## src/rtl/fill_engine.sv

```systemverilog
// fill_engine
//   Rectangle draw engine driving port B of the 320x200 1-bit framebuffer ram.
//   Accepts one command (rectangle + op). It then walks the rectangle in
//   row-major order, with x changing fastest, and issues one ram request per
//   pixel using the request/rdy_b handshake.
//
//   Ports
//     clk, rst                 clock and asynchronous active-low reset
//     cmd_valid/cmd_ready      command handshake; ready only while idle/done
//     cmd_op                   0 CLEAR, 1 SET, 2 INVERT (read-modify-write), 3 no-op
//     cmd_x0/y0/x1/y1          inclusive rectangle corners; x1/y1 are clamped
//     x_b, y_b                 ram address, held while idle
//     read_b, write_b, in_b    ram request strobes and write data
//     out_b, rdy_b             ram read data and accept/complete strobe
//     busy, done               command in progress / one-cycle completion pulse
//     px_count                 pixels written by the last or current command
module fill_engine #(
  parameter int H_RES = 320,
  parameter int V_RES = 200
) (
  input  logic        clk,
  input  logic        rst,
  input  logic        cmd_valid,
  output logic        cmd_ready,
  input  logic [1:0]  cmd_op,
  input  logic [8:0]  cmd_x0,
  input  logic [7:0]  cmd_y0,
  input  logic [8:0]  cmd_x1,
  input  logic [7:0]  cmd_y1,
  output logic [8:0]  x_b,
  output logic [7:0]  y_b,
  output logic        read_b,
  output logic        write_b,
  output logic        in_b,
  input  logic        out_b,
  input  logic        rdy_b,
  output logic        busy,
  output logic        done,
  output logic [15:0] px_count
);

  localparam logic [8:0] X_MAX = 9'(H_RES - 1);
  localparam logic [7:0] Y_MAX = 8'(V_RES - 1);

  localparam logic [1:0] OP_CLEAR  = 2'd0;
  localparam logic [1:0] OP_SET    = 2'd1;
  localparam logic [1:0] OP_INVERT = 2'd2;
  localparam logic [1:0] OP_NOP    = 2'd3;

  typedef enum logic [1:0] {IDLE, RD, WR, DONE} state_t;

  // Operands that must survive the whole walk. y0 is not needed after
  // accept because rows only ever advance.
  typedef struct packed {
    logic [1:0] op;
    logic [8:0] x0;
    logic [8:0] x1;
    logic [7:0] y1;
  } cmd_t;

  state_t     state;
  cmd_t       cur;
  logic [8:0] x1_clamp;
  logic [7:0] y1_clamp;
  logic       empty;
  logic       last_px;

  always_comb begin
    x1_clamp = (cmd_x1 > X_MAX) ? X_MAX : cmd_x1;
    y1_clamp = (cmd_y1 > Y_MAX) ? Y_MAX : cmd_y1;
  end

  // A no-op command takes the same path as an empty rectangle.
  assign empty   = (cmd_op == OP_NOP) || (cmd_x0 > x1_clamp) || (cmd_y0 > y1_clamp);
  assign last_px = (x_b == cur.x1) && (y_b == cur.y1);

  // All outputs are registered. busy tracks "a request is on the pins".
  // cmd_ready is high exactly in IDLE and DONE.
  always_ff @(posedge clk or negedge rst) begin
    if (!rst) begin
      state     <= IDLE;
      cur       <= '0;
      x_b       <= '0;
      y_b       <= '0;
      read_b    <= 1'b0;
      write_b   <= 1'b0;
      in_b      <= 1'b0;
      busy      <= 1'b0;
      done      <= 1'b0;
      cmd_ready <= 1'b1;
      px_count  <= '0;
    end else begin
      done <= 1'b0;
      case (state)
        // DONE accepts a new command exactly as IDLE does. This allows
        // back-to-back commands without a bubble.
        IDLE, DONE: begin
          state <= IDLE;
          if (cmd_valid) begin
            cur.op   <= cmd_op;
            cur.x0   <= cmd_x0;
            cur.x1   <= x1_clamp;
            cur.y1   <= y1_clamp;
            px_count <= '0;
            if (empty) begin
              // The ram is never touched. The address keeps its last value.
              state     <= DONE;
              done      <= 1'b1;
              cmd_ready <= 1'b1;
              busy      <= 1'b0;
            end else begin
              x_b       <= cmd_x0;
              y_b       <= cmd_y0;
              cmd_ready <= 1'b0;
              busy      <= 1'b1;
              if (cmd_op == OP_INVERT) begin
                state  <= RD;
                read_b <= 1'b1;
              end else begin
                state   <= WR;
                write_b <= 1'b1;
                in_b    <= (cmd_op == OP_SET);
              end
            end
          end
        end

        RD: begin
          if (rdy_b) begin
            // Read data is valid only in the rdy_b cycle. The inverted
            // value becomes the write data for the same pixel.
            read_b  <= 1'b0;
            write_b <= 1'b1;
            in_b    <= ~out_b;
            state   <= WR;
          end
        end

        WR: begin
          if (rdy_b) begin
            px_count <= px_count + 16'd1;
            if (last_px) begin
              write_b   <= 1'b0;
              busy      <= 1'b0;
              done      <= 1'b1;
              cmd_ready <= 1'b1;
              state     <= DONE;
            end else begin
              if (x_b < cur.x1) begin
                x_b <= x_b + 9'd1;
              end else begin
                x_b <= cur.x0;
                y_b <= y_b + 8'd1;
              end
              // CLEAR/SET keep write_b high and stream 1 px/clk. INVERT
              // alternates between read and write.
              if (cur.op == OP_INVERT) begin
                write_b <= 1'b0;
                read_b  <= 1'b1;
                state   <= RD;
              end
            end
          end
        end

        default: state <= IDLE;
      endcase
    end
  end

endmodule

```

## config.mk

```make
export PLATFORM = sky130hd
export DESIGN_NAME = fill_engine
export DESIGN_NICKNAME = d
export VERILOG_FILES = /design/src/rtl/fill_engine.sv
export SDC_FILE = /design/constraint.sdc
export NUM_CORES = 1
export LEC_CHECK = 0
export ABC_AREA = 1
export CORE_UTILIZATION = 64
export DETAILED_ROUTE_END_ITERATION = 8
export DONT_BUFFER_PORTS = 1
export PLACE_DENSITY_LB_ADDON = 0.12
export SLEW_MARGIN = 20
export SYNTH_ARGS = -nofsm -noshare
export SYNTH_HDL_FRONTEND = slang
export SYNTH_SLANG_ARGS = --single-unit
```

## constraint.sdc

```tcl
create_clock -name clk -period 2.1 [get_ports clk]
set_input_delay 0.315 -clock clk [delete_from_list [all_inputs] [get_ports clk]]
set_output_delay 0.315 -clock clk [all_outputs]
set_load 0.005 [all_outputs]
```

==> flow_summary.toml <==
[run_status]
status = "finished clean"

[cts]
postCtsSetupRepairBufs = 0
cts_buffers = 9
cts-root-buf = "clkbuf_8"
clkTransAtPathRegs_ps = 80
insertion_delay_ps = 350
cts_tree = "built"
htree_num_levels = 3
cts_sinks = 69
clockBufferDepth = 2

[grt]
grt_overflow = 0
grt_antenna_before_repair = 0
grt_pass1_vias = 4168
grt.total_usage = 0.319
grt_max_degree = 70
grt_pass1_wl_um = 18800

[synthesis]
synth_fa_ha_area_frac = 0.0832
syn-cell-area_mm2 = 0.00466
synth_nets = 716
synth_xor_area_frac = 0.0244
yosys_warnings = 0
synth.avg_cell_area_um2 = 7.24
synthMuxAreaShare = 0.0107
yosysUniqueCellTypes = 40
yosys.area_share.simple = 0.307
synth_compound_area_frac = 0.114
synthCells = 644
synth_top_family_by_area = "simple AND/OR/NAND/NOR gates"
ys_ff_latch = 69
seq_area_frac_synth = 0.371

[timing]
final.setup_skew_ps = 9.01
period_minus_slack_ps = 1980
hold_viol = 0
tightest_slew_ps = 442
setup_violations = 0
max_slew_margin = 0.704
period_share = 0.944
fmax_mhz = 504
drv_slew = 0
setup_slack_ps = 118

[setup_path]
startpoint_type = "flip-flop"
end_kind = "flip-flop"
r2r_start = "state[0]$_DFFE_PN0P_"
reg2reg_to = "px_count[11]$_DFFE_PN0P_"
rrSetupSlack_ps = 120
worstPathRequired_ps = 2380
critical_path.cell_chain = "ha_1 > inv_1 > nand3_4 > nor2_2 > nand2_1 > nor2_2 > nand2_1 > nor2_2 > nand2_1 > nand2_1 > o21ai_1 > nor2_1"
crit_path_frequent_cell = "nand2_1"
crit_fanout = 7
path_class = "reg2reg"
critPathMaxStageDelay_ps = 410
crit_slowest_cell = "dfrtp_1"
reg2reg_depth = 12
arrival_ps = 2260

[drt]
drc_errors = 0
via_count = 4398
first_iter_violations = 265
wl_um = 11500
first_pass_iters = 5
avgViaCountPerCell = 5.67
postRouteAntennaNets = 0
routedWlPerCell_um = 14.9

[place]
post-place-cells = 757
place_area_mm2 = 0.00500
post-place-ws_ps = -221
portBuffers = 0
dp_hpwl_um = 8460
place_congestion = 0.889

[power]
power_density_mw_per_mm2 = 1500
ir_worst_vdd_uv = 1570
p_leak_nw = 2.72

[min_path]
worstHoldPathCells = 2
hold_class = "in2reg"
hold_end = "cur[23]$_DFFE_PN0P_"
hold_start = "cmd_x0[6]"

[finish]
multi_input_area_mm2 = 0.00263
fin_nets = 746
fin_area_mm2 = 0.00530
final-seq-area_mm2 = 0.00173
antenna_cells = 0
nFillCells = 553
synthToLayoutAreaGrowth_pct = 13.7
stdcell_count = 775
drive_gt1_frac = 0.141

[floorplan]
die_height_um = 87.3
num_rows = 30
start_util = 0.675
die_area_mm2 = 0.00763
ioPinCount = 80
die_w_um = 87.3
core-area_mm2 = 0.00691

[job]
drv_cap = 0
per-stage QoR:
stage	power (W)	TNS, ps	hold WS [ps]	utilization
floorplan	0.00542	-377	19.4	-
global placement	0.00638	-3440	20.9	0.724
detailed placement	0.00657	-4800	20.9	0.724
CTS	0.00774	0	76.0	0.758
global route	0.00867	-74.5	76.9	0.767
finish	0.00797	0	81.8	0.767
routing by layer:
layer | part of all wire | up-vias | GRT usage
met3 | 0.073 | 23 | 0.0550
li1 | - | 2138 | -
met1 | 0.42 | 2053 | 0.403
met5 | 0 | - | 0
met2 | 0.48 | 184 | 0.543
met4 | 0.027 | 0 | 0.128
sequential cells by signal, indices dropped and copies added (netlist names):
name	cells
busy	1
cmd_ready	1
cur	28
done	1
in_b	1
px_count	16
read_b	1
state	2
write_b	1
x_b	9
y_b	8
cell usage after synthesis (all sizes together):
master  instances  area share
o211ai          1      0.0016
o22ai           4      0.0054
a21oi          23       0.025
nor4            2      0.0027
dfrtp          68        0.37
nor3b           5      0.0091
ha             31       0.083
o21ai          56       0.066
dfstp           1      0.0056
o31ai           2      0.0032
nand4          14       0.019
clkbuf          7      0.0056
buf             6       0.011
xor2            9       0.017
a221oi          2      0.0038
or2             5      0.0067
clkinv          1      0.0011
nand3b          2      0.0032
o311ai          1      0.0019
nand3          32       0.039
xnor2           4      0.0075
o21a            2      0.0032
mux2i           5       0.011
nor2           54       0.047
inv            89       0.072
a21o            3      0.0048
nor3            8      0.0086
nand2         207        0.17
critical path: cells and delay by family, from the launching register on:
family	cells	cell delay, ps
AO/OA/AOI/OAI	1	50
flip-flops	1	410
buffers and inverters	1	220
adder cells (fa/ha/maj)	1	240
AND/OR/NAND/NOR	9	990
worst max-delay path by stage:
| stage | startpoint | end | slack (ps) | cells after the start |
|---|---|---|---|---|
| 3_5_place_dp | cmd_y1[3] | y_b[2]$_DFFE_PN0P_ | -220 | 17 |
| 4_1_cts | state[0]$_DFFE_PN0P_ | px_count[11]$_DFFE_PN0P_ | 70 | 13 |
| 6_report | state[0]$_DFFE_PN0P_ | px_count[11]$_DFFE_PN0P_ | 120 | 12 |
| 3_3_place_gp | cmd_y1[3] | y_b[2]$_DFFE_PN0P_ | -160 | 17 |
| 2_1_floorplan | cmd_y1[3] | y_b[0]$_DFFE_PN0P_ | -80 | 18 |
| 5_1_grt | cmd_y1[5] | read_b$_DFFE_PN0P_ | -30 | 18 |
cells by family after synthesis:
| logic type | Yosys count |
|---|---|
| multiplexers | 5 |
| AND/OR/NAND/NOR | 329 |
| flip-flops | 69 |
| XOR/XNOR | 13 |
| buffers and inverters | 103 |
| AO/OA/AOI/OAI | 94 |
| adder cells (fa/ha/maj) | 31 |
cells in the final DEF, fill, tap and decap left out, drive strengths merged:
master,synthesis,final
nand2,207,207
dlygate4sd3,0,1
a21o,3,3
clkbuf,7,15
nor3,8,8
dfrtp,68,68
o31ai,2,2
o211ai,1,1
o311ai,1,1
nand3,32,32
clkinv,1,1
or2,5,5
ha,31,31
xnor2,4,4
nand4,14,14
a21oi,23,23
nand3b,2,2
o21ai,56,56
nor2,54,54
o21a,2,2
o22ai,4,4
xor2,9,9
nor4,2,2
buf,6,31
bufinv,0,1
a221oi,2,2
mux2i,5,5
dfstp,1,1
inv,89,89
nor3b,5,5
power by group:
group,internal (W),leakage [nW],switching (W),total [W]
clock network,0.000617,0.0979,0.000498,0.00112
logic,0.00166,1.75,0.00287,0.00453
registers,0.00188,0.873,0.000443,0.00232
final cells by class:
class                      count  area share
clock buffer                  15      0.0314
clock inverter                 1     0.00567
inverter                      90      0.0650
multi-input combinational    472       0.496
sequential                    69       0.326
tap                           96      0.0227
timing repair buffer          32      0.0527
what timing repair did:
| action | CTS | global route |
|---|---|---|
| resized for setup | 0 | 16 |
| hold endpoints to repair | 69 | 0 |
| endpoints found under the setup margin | 0 | 26 |
| hold buffers | 2 | 0 |
Power figures use the tool's default switching activity.
